[src/rtl/pipeline_hazard_controller_pkg.sv]
// Shared CPU definitions: RV32I major opcodes, hazard controller states and the
// register-usage helpers that the hazard detector and the forwarding unit agree on.
package pipeline_hazard_controller_pkg;

    localparam logic [6:0] OP_LUI                  = 7'b0110111;
    localparam logic [6:0] OP_AUIPC                = 7'b0010111;
    localparam logic [6:0] OP_JAL                  = 7'b1101111;
    localparam logic [6:0] OP_JALR                 = 7'b1100111;
    localparam logic [6:0] OP_BRANCH               = 7'b1100011;
    localparam logic [6:0] OP_LOAD                 = 7'b0000011;
    localparam logic [6:0] OP_STORE                = 7'b0100011;
    localparam logic [6:0] OP_ARITHMETIC_IMMEDIATE = 7'b0010011;
    localparam logic [6:0] OP_ARITHMETIC           = 7'b0110011;

    localparam int FLUSH_CNT_W = 3;

    typedef enum logic [1:0] {
        S_RUN      = 2'd0,
        S_LOAD_USE = 2'd1,
        S_MEM_WAIT = 2'd2,
        S_FLUSH    = 2'd3
    } hazard_state_e;

    function automatic logic uses_rs1(input logic [6:0] opcode);
        return (opcode == OP_ARITHMETIC) || (opcode == OP_ARITHMETIC_IMMEDIATE) ||
               (opcode == OP_LOAD)       || (opcode == OP_STORE) ||
               (opcode == OP_BRANCH)     || (opcode == OP_JALR);
    endfunction

    function automatic logic uses_rs2(input logic [6:0] opcode);
        return (opcode == OP_ARITHMETIC) || (opcode == OP_STORE) || (opcode == OP_BRANCH);
    endfunction

endpackage

[src/rtl/pipeline_hazard_controller_if.sv]
// Bundle between the pipeline stage registers and the hazard controller.
// The controller takes the slave side; the pipeline datapath (or a bench) the master side.
interface pipeline_hazard_controller_if #(
    parameter int CNT_W = 32
);
    logic             de_valid;
    logic [6:0]       de_opcode;
    logic [4:0]       de_rs1;
    logic [4:0]       de_rs2;
    logic             ex_valid;
    logic [6:0]       ex_opcode;
    logic [4:0]       ex_rd;
    logic             redirect;
    logic             mem_busy;
    logic             perf_clear;

    logic             stall_fetch;
    logic             stall_decode;
    logic             bubble_execute;
    logic             stall_backend;
    logic             flush_fetch;
    logic             flush_decode;
    logic [CNT_W-1:0] stall_cycles;
    logic [CNT_W-1:0] flush_events;

    modport master (
        output de_valid, de_opcode, de_rs1, de_rs2,
        output ex_valid, ex_opcode, ex_rd,
        output redirect, mem_busy, perf_clear,
        input  stall_fetch, stall_decode, bubble_execute, stall_backend,
        input  flush_fetch, flush_decode, stall_cycles, flush_events
    );

    modport slave (
        input  de_valid, de_opcode, de_rs1, de_rs2,
        input  ex_valid, ex_opcode, ex_rd,
        input  redirect, mem_busy, perf_clear,
        output stall_fetch, stall_decode, bubble_execute, stall_backend,
        output flush_fetch, flush_decode, stall_cycles, flush_events
    );

endinterface

[src/rtl/pipeline_hazard_controller_sat_counter.sv]
// Saturating up-counter with synchronous clear; clear beats increment and the
// count sticks at all-ones instead of wrapping.
module pipeline_hazard_controller_sat_counter #(
    parameter int CNT_W = 32
) (
    input  logic             clk,
    input  logic             rst,
    input  logic             i_inc,
    input  logic             i_clr,
    output logic [CNT_W-1:0] o_count
);

    logic [CNT_W-1:0] r_count;

    always_ff @(posedge clk or posedge rst) begin
        if (rst) begin
            r_count <= '0;
        end else if (i_clr) begin
            r_count <= '0;
        end else if (i_inc && (r_count != {CNT_W{1'b1}})) begin
            r_count <= r_count + 1'b1;
        end
    end

    assign o_count = r_count;

endmodule

[src/rtl/pipeline_hazard_controller.sv]
// Pipeline hazard controller: load-use interlock, data-memory wait stalls and
// front-end flushes after redirects, plus saturating stall/flush counters.
module pipeline_hazard_controller
    import pipeline_hazard_controller_pkg::*;
#(
    parameter int FLUSH_CYCLES = 2,
    parameter int CNT_W        = 32
) (
    input  logic                         clk,
    input  logic                         rst,
    pipeline_hazard_controller_if.slave  hz
);

    localparam logic [FLUSH_CNT_W-1:0] FLUSH_RELOAD = FLUSH_CNT_W'(FLUSH_CYCLES - 1);

    hazard_state_e          r_state;
    hazard_state_e          w_nextState;
    logic [FLUSH_CNT_W-1:0] r_flushCnt;
    logic [FLUSH_CNT_W-1:0] w_nextFlushCnt;
    logic                   r_pendFlush;
    logic                   w_nextPendFlush;

    logic                   w_hazard;
    logic                   w_startFlush;
    logic                   w_stallFetch;
    logic                   w_stallDecode;
    logic                   w_bubbleExecute;
    logic                   w_stallBackend;
    logic                   w_flushFront;
    logic [CNT_W-1:0]       w_stallCount;
    logic [CNT_W-1:0]       w_flushCount;

    // x0 is hardwired to zero, so a load targeting it never blocks a consumer.
    always_comb begin
        w_hazard = hz.ex_valid && (hz.ex_opcode == OP_LOAD) && (hz.ex_rd != 5'd0) && hz.de_valid &&
                   ((uses_rs1(hz.de_opcode) && (hz.de_rs1 == hz.ex_rd)) ||
                    (uses_rs2(hz.de_opcode) && (hz.de_rs2 == hz.ex_rd)));
    end

    always_ff @(posedge clk or posedge rst) begin
        if (rst) begin
            r_state     <= S_RUN;
            r_flushCnt  <= '0;
            r_pendFlush <= 1'b0;
        end else begin
            r_state     <= w_nextState;
            r_flushCnt  <= w_nextFlushCnt;
            r_pendFlush <= w_nextPendFlush;
        end
    end

    always_comb begin
        w_nextState     = r_state;
        w_nextFlushCnt  = r_flushCnt;
        w_nextPendFlush = r_pendFlush;
        w_startFlush    = 1'b0;
        w_stallFetch    = 1'b0;
        w_stallDecode   = 1'b0;
        w_bubbleExecute = 1'b0;
        w_stallBackend  = 1'b0;
        w_flushFront    = 1'b0;

        unique case (r_state)
            S_RUN, S_LOAD_USE: begin
                if (hz.mem_busy) begin
                    w_stallFetch    = 1'b1;
                    w_stallDecode   = 1'b1;
                    w_stallBackend  = 1'b1;
                    w_nextPendFlush = r_pendFlush | hz.redirect;
                    w_nextState     = S_MEM_WAIT;
                end else if (hz.redirect) begin
                    w_startFlush = 1'b1;
                end else if (w_hazard && (r_state == S_RUN)) begin
                    w_stallFetch    = 1'b1;
                    w_stallDecode   = 1'b1;
                    w_bubbleExecute = 1'b1;
                    w_nextState     = S_LOAD_USE;
                end else begin
                    w_nextState = S_RUN;
                end
            end
            S_MEM_WAIT: begin
                if (hz.mem_busy) begin
                    w_stallFetch    = 1'b1;
                    w_stallDecode   = 1'b1;
                    w_stallBackend  = 1'b1;
                    w_nextPendFlush = r_pendFlush | hz.redirect;
                end else begin
                    w_nextState = S_RUN;
                    if (r_pendFlush || hz.redirect) begin
                        w_startFlush    = 1'b1;
                        w_nextPendFlush = 1'b0;
                    end
                end
            end
            S_FLUSH: begin
                // The front end is being discarded anyway, so memory waits only freeze the back end.
                w_flushFront   = 1'b1;
                w_stallBackend = hz.mem_busy;
                if (hz.redirect) begin
                    w_startFlush = 1'b1;
                end else begin
                    w_nextFlushCnt = r_flushCnt - 1'b1;
                    if (w_nextFlushCnt == '0) begin
                        w_nextState = S_RUN;
                    end
                end
            end
            default: begin
                w_nextState = S_RUN;
            end
        endcase

        if (w_startFlush) begin
            w_flushFront = 1'b1;
            if (FLUSH_CYCLES > 1) begin
                w_nextFlushCnt = FLUSH_RELOAD;
                w_nextState    = S_FLUSH;
            end else begin
                w_nextFlushCnt = '0;
                w_nextState    = S_RUN;
            end
        end
    end

    assign hz.stall_fetch    = w_stallFetch    & ~rst;
    assign hz.stall_decode   = w_stallDecode   & ~rst;
    assign hz.bubble_execute = w_bubbleExecute & ~rst;
    assign hz.stall_backend  = w_stallBackend  & ~rst;
    assign hz.flush_fetch    = w_flushFront    & ~rst;
    assign hz.flush_decode   = w_flushFront    & ~rst;

    pipeline_hazard_controller_sat_counter #(.CNT_W(CNT_W)) u_stallCounter (
        .clk     (clk),
        .rst     (rst),
        .i_inc   (hz.stall_fetch),
        .i_clr   (hz.perf_clear),
        .o_count (w_stallCount)
    );

    pipeline_hazard_controller_sat_counter #(.CNT_W(CNT_W)) u_flushCounter (
        .clk     (clk),
        .rst     (rst),
        .i_inc   (w_startFlush),
        .i_clr   (hz.perf_clear),
        .o_count (w_flushCount)
    );

    assign hz.stall_cycles = w_stallCount;
    assign hz.flush_events = w_flushCount;

endmodule

[src/flat_wrapper.sv]
// flat-port wrapper written by rule: the top's interface ports become plain ports
module pipeline_hazard_controller_flat import pipeline_hazard_controller_pkg::*;
#(
    parameter int FLUSH_CYCLES = 2,
    parameter int CNT_W        = 32
)
  (clk, rst, hz_de_valid, hz_de_opcode, hz_de_rs1, hz_de_rs2, hz_ex_valid, hz_ex_opcode, hz_ex_rd, hz_redirect, hz_mem_busy, hz_perf_clear, hz_stall_fetch, hz_stall_decode, hz_bubble_execute, hz_stall_backend, hz_flush_fetch, hz_flush_decode, hz_stall_cycles, hz_flush_events);
  pipeline_hazard_controller_if #(.CNT_W(CNT_W)) hz_i ();
  input  logic clk;
  input  logic rst;
  input wire logic [$bits(hz_i.de_valid)-1:0] hz_de_valid;
  input wire logic [$bits(hz_i.de_opcode)-1:0] hz_de_opcode;
  input wire logic [$bits(hz_i.de_rs1)-1:0] hz_de_rs1;
  input wire logic [$bits(hz_i.de_rs2)-1:0] hz_de_rs2;
  input wire logic [$bits(hz_i.ex_valid)-1:0] hz_ex_valid;
  input wire logic [$bits(hz_i.ex_opcode)-1:0] hz_ex_opcode;
  input wire logic [$bits(hz_i.ex_rd)-1:0] hz_ex_rd;
  input wire logic [$bits(hz_i.redirect)-1:0] hz_redirect;
  input wire logic [$bits(hz_i.mem_busy)-1:0] hz_mem_busy;
  input wire logic [$bits(hz_i.perf_clear)-1:0] hz_perf_clear;
  output wire logic [$bits(hz_i.stall_fetch)-1:0] hz_stall_fetch;
  output wire logic [$bits(hz_i.stall_decode)-1:0] hz_stall_decode;
  output wire logic [$bits(hz_i.bubble_execute)-1:0] hz_bubble_execute;
  output wire logic [$bits(hz_i.stall_backend)-1:0] hz_stall_backend;
  output wire logic [$bits(hz_i.flush_fetch)-1:0] hz_flush_fetch;
  output wire logic [$bits(hz_i.flush_decode)-1:0] hz_flush_decode;
  output wire logic [$bits(hz_i.stall_cycles)-1:0] hz_stall_cycles;
  output wire logic [$bits(hz_i.flush_events)-1:0] hz_flush_events;
  assign hz_i.de_valid = hz_de_valid;
  assign hz_i.de_opcode = hz_de_opcode;
  assign hz_i.de_rs1 = hz_de_rs1;
  assign hz_i.de_rs2 = hz_de_rs2;
  assign hz_i.ex_valid = hz_ex_valid;
  assign hz_i.ex_opcode = hz_ex_opcode;
  assign hz_i.ex_rd = hz_ex_rd;
  assign hz_i.redirect = hz_redirect;
  assign hz_i.mem_busy = hz_mem_busy;
  assign hz_i.perf_clear = hz_perf_clear;
  assign hz_stall_fetch = hz_i.stall_fetch;
  assign hz_stall_decode = hz_i.stall_decode;
  assign hz_bubble_execute = hz_i.bubble_execute;
  assign hz_stall_backend = hz_i.stall_backend;
  assign hz_flush_fetch = hz_i.flush_fetch;
  assign hz_flush_decode = hz_i.flush_decode;
  assign hz_stall_cycles = hz_i.stall_cycles;
  assign hz_flush_events = hz_i.flush_events;
  pipeline_hazard_controller #(.FLUSH_CYCLES(FLUSH_CYCLES), .CNT_W(CNT_W)) u_core (.clk(clk), .rst(rst), .hz(hz_i));
endmodule
[config.mk]
export PLATFORM = sky130hd
export DESIGN_NAME = pipeline_hazard_controller_flat
export DESIGN_NICKNAME = d
export VERILOG_FILES = /design/src/rtl/pipeline_hazard_controller_pkg.sv /design/src/rtl/pipeline_hazard_controller_if.sv /design/src/rtl/pipeline_hazard_controller_sat_counter.sv /design/src/rtl/pipeline_hazard_controller.sv /design/src/flat_wrapper.sv
export SDC_FILE = /design/constraint.sdc
export NUM_CORES = 1
export LEC_CHECK = 0
export ABC_AREA = 1
export CORE_MARGIN = 3
export CORE_UTILIZATION = 52
export DETAILED_ROUTE_END_ITERATION = 7
export PLACE_DENSITY = 0.81
export SLEW_MARGIN = 20
export SYNTH_ARGS = -nofsm -noshare
export SYNTH_HDL_FRONTEND = slang
export SYNTH_SLANG_ARGS = --single-unit
[constraint.sdc]
create_clock -name clk -period 3 [get_ports clk]
set_input_delay 0.45 -clock clk [delete_from_list [all_inputs] [get_ports clk]]
set_output_delay 0.45 -clock clk [all_outputs]
set_load 0.01 [all_outputs]
==> flow_metrics.tcl <==
set metrics [dict create \
    power_frac_comb_pct 25.9 \
    startpoint_type "input pin" \
    clk_path_buf_depth 2 \
    cts-buffers-inserted 9 \
    n_fill_cell 852 \
    reg2reg_from "u_core.u_flushCounter.o_count[1]" \
    crit_type "input pin to output pin" \
    num_vias 5316 \
    pin_count 106 \
    status "finished, final reports clean" \
    syn_area_per_cell_um2 6.73 \
    drc 0 \
    insertion_delay_ps 350 \
    synth_commonest_cells "nand2_1 (226), nor2_1 (113), dfrtp_1 (70), inv_1 (69), nand3_1 (62)" \
    grt_pass1_wl_mm 25.0 \
    core_area_um2 9280 \
    hp-class "input pin to register" \
    layout_setup_ws_ps 177 \
    r2r_cells 11 \
    num_rows 35 \
    cp_slowest_cell "clkdlybuf4s50_1" \
    io_buffers 105 \
    synth_ff_type "dfrtp_1" \
    antenna_found_initial 0 \
    synth_cell_type_count 38 \
    whs_ps 495 \
    tritoncts "yes" \
    hold_depth 3 \
    diodes 0 \
    drv_slew 0 \
    p_sw_share_pct 34.9 \
    htreeDepth 3 \
    place.gp.congestion 0.958 \
    arrival_ps 2370 \
    synth_top_area_share_pct 35.1 \
    cp_cell_sequence "clkdlybuf4s50_1 -> inv_1 -> a21boi_1 -> nand2_1 -> nor2_1 -> nand2_1 -> nand2_1 -> nand3_1 -> nor3_1 -> clkdlybuf4s50_1" \
    drv_cap 0 \
    grt_max_degree 71 \
    synth-async-reset-ratio_pct 100 \
    yosys_warnings 0 \
    fin_skew_ps 12.9 \
    finalSetupTns_ps 0 \
    worstHoldStart "hz_redirect" \
    syn_nets 781 \
    dieArea_um2 10800 \
    drtIter0Drc 454 \
    area_delta_synth_final_pct 26.3 \
    cts_root_buf "clkbuf_8" \
    dp_slack_ps 107 \
    clk_pin_slew_ps 70 \
    critPathMaxFanout 3 \
    period_share_pct 94.1 \
    cp.required_ps 2550 \
    overflow 0 \
    hold_violations 0 \
    synth-seq-area-share_pct 35.1 \
    grt_pass1_vias 4903 \
    seq_power_share_pct 42.4 \
    synth_edf_count 0 \
    syn_area_um2 4990 \
    clkPwrFrac_pct 31.7 \
    synth_cells 741 \
    vias_per_cell 5.45 \
    track_usage_pct 28.0 \
    fp.dieW_um 104 \
    slew_headroom_pct 41.0 \
    chipHeight_um 104 \
    start_util_pct 53.7 \
    seq_area_um2 1750 \
    cp_slowest_stage_delay_ps 590 \
    yosysTopAreaCell "dfrtp_1" \
    cp-startpoint "hz_ex_rd[2]" \
    cp-end-kind "output pin" \
    period_needed_ps 2820 \
    wire_per_inst_um 15.2 \
    place_hpwl_mm 11.2 \
    crit_path_frequent_cell "nand2_1" \
    wl_mm 14.8 \
    fmaxAchievable_ghz 0.354 \
    dr.pass1.iters 5 \
    drive_gt1_share_pct 5.67 \
    synth_area_leaders "dfrtp_1 (35%), nand2_1 (17%), nor2_1 (8.5%)" \
    rsz0062_at_grt "no" \
    power.switching_w 0.000871 \
    cts.sink_count 70 \
    ys_ff_latch 70 \
    power_density_nw_per_um2 396 \
    setup_viol 0 \
    p_leak_nw 2.62 \
    tightest_slew_ps 885 \
    final_antenna_net_count 0 \
    multiInputGateArea_um2 2820 \
    peakVddDrop_uv 324 \
    total_power_w 0.00249 \
    p_int_w 0.00162 \
    synth_most_common_cell "nand2_1" \
    nNetsFinal 881 \
]
==> power by group through the flow <==
stage	clock network, W	registers (W)	logic, W
after global routing	0.000849	0.00107	0.000711
after floorplan	0	0.00107	0.000438
after global placement	0	0.00107	0.000616
after detailed placement	0	0.00107	0.000646
final	0.000790	0.00106	0.000647
after CTS	0.000797	0.00106	0.000646
==> flip-flops by register name (all words and copies together) (netlist names) <==
name and count:
u_core.r_flushCnt 3, u_core.u_stallCounter.o_count 32, u_core.r_pendFlush 1, u_core.u_flushCounter.o_count 32
u_core.r_state 2
==> cells by family after synthesis <==
| logic type | Yosys count | share of synthesized area (%) |
|---|---|---|
| XOR/XNOR | 43 | 7.55 |
| buffers and inverters | 94 | 8.40 |
| adder cells (fa/ha/maj) | 4 | 1.00 |
| AO/OA/AOI/OAI | 50 | 6.37 |
| AND/OR/NAND/NOR | 480 | 41.6 |
| flip-flops | 70 | 35.1 |
==> per-stage QoR <==
stage | util, % | area, um^2 | std cells
floorplan | - | 4990 | 741
global placement | 65.7 | 6100 | 959
detailed placement | 65.7 | 6100 | 959
CTS | 67.8 | 6300 | 975
global route | 67.9 | 6300 | 975
finish | 67.9 | 6300 | 975
==> cells in the final DEF (no fill, tap or decap), types with 3 or more instances in the layout <==
| master | count |
|---|---|
| nor4_1 | 6 |
| nand2_2 | 3 |
| xnor2_1 | 18 |
| dfrtp_1 | 70 |
| nor3b_1 | 4 |
| buf_4 | 6 |
| xor2_1 | 25 |
| clkdlybuf4s50_1 | 103 |
| nand4_1 | 20 |
| nor2_1 | 113 |
| clkinv_2 | 4 |
| clkbuf_8 | 10 |
| nand2_1 | 226 |
| inv_1 | 68 |
| o21ai_2 | 9 |
| ha_1 | 4 |
| nor3_1 | 32 |
| a21oi_1 | 6 |
| nand3_1 | 62 |
| nand2_4 | 3 |
| o31ai_1 | 8 |
| o21ai_0 | 18 |
==> worst max-delay path, delay by kind of cell <==
kind            cells  cell delay (ps)
buf+inv             3             1170
compound gates      1              130
simple gates        6              620
==> layout make-up <==
cell class | count | share of cell area, %
multi-input combinational | 577 | 44.7
sequential | 70 | 27.8
timing repair buffer | 111 | 17.5
inverter | 72 | 4.31
tap | 129 | 2.56
clock buffer | 10 | 2.18
clock inverter | 6 | 0.973
==> metal layers <==
metal / wire [um] / GRT usage, %
met5: 0 / 0
met1: 6870 / 41.0
met2: 6650 / 43.1
met3: 1120 / 4.35
met4: 169 / 8.07
==> timing repair <==
action | CTS | global route
gates resized for setup | 0 | 2
setup buffers | 0 | 0
setup endpoints to repair | 0 | 2
hold buffers | 0 | 0
==> final timing paths <==
path,to,slack [ps]
max in group asynchronous,u_core.u_flushCounter.o_count[22],1560
hold reg to reg,u_core.u_flushCounter.o_count[3],550
hold / removal,u_core.r_pendFlush,490
setup / recovery,hz_bubble_execute,180
min in group asynchronous,u_core.u_flushCounter.o_count[6],870
setup reg to reg,u_core.u_flushCounter.o_count[31],620
Power figures use the tool's default switching activity.
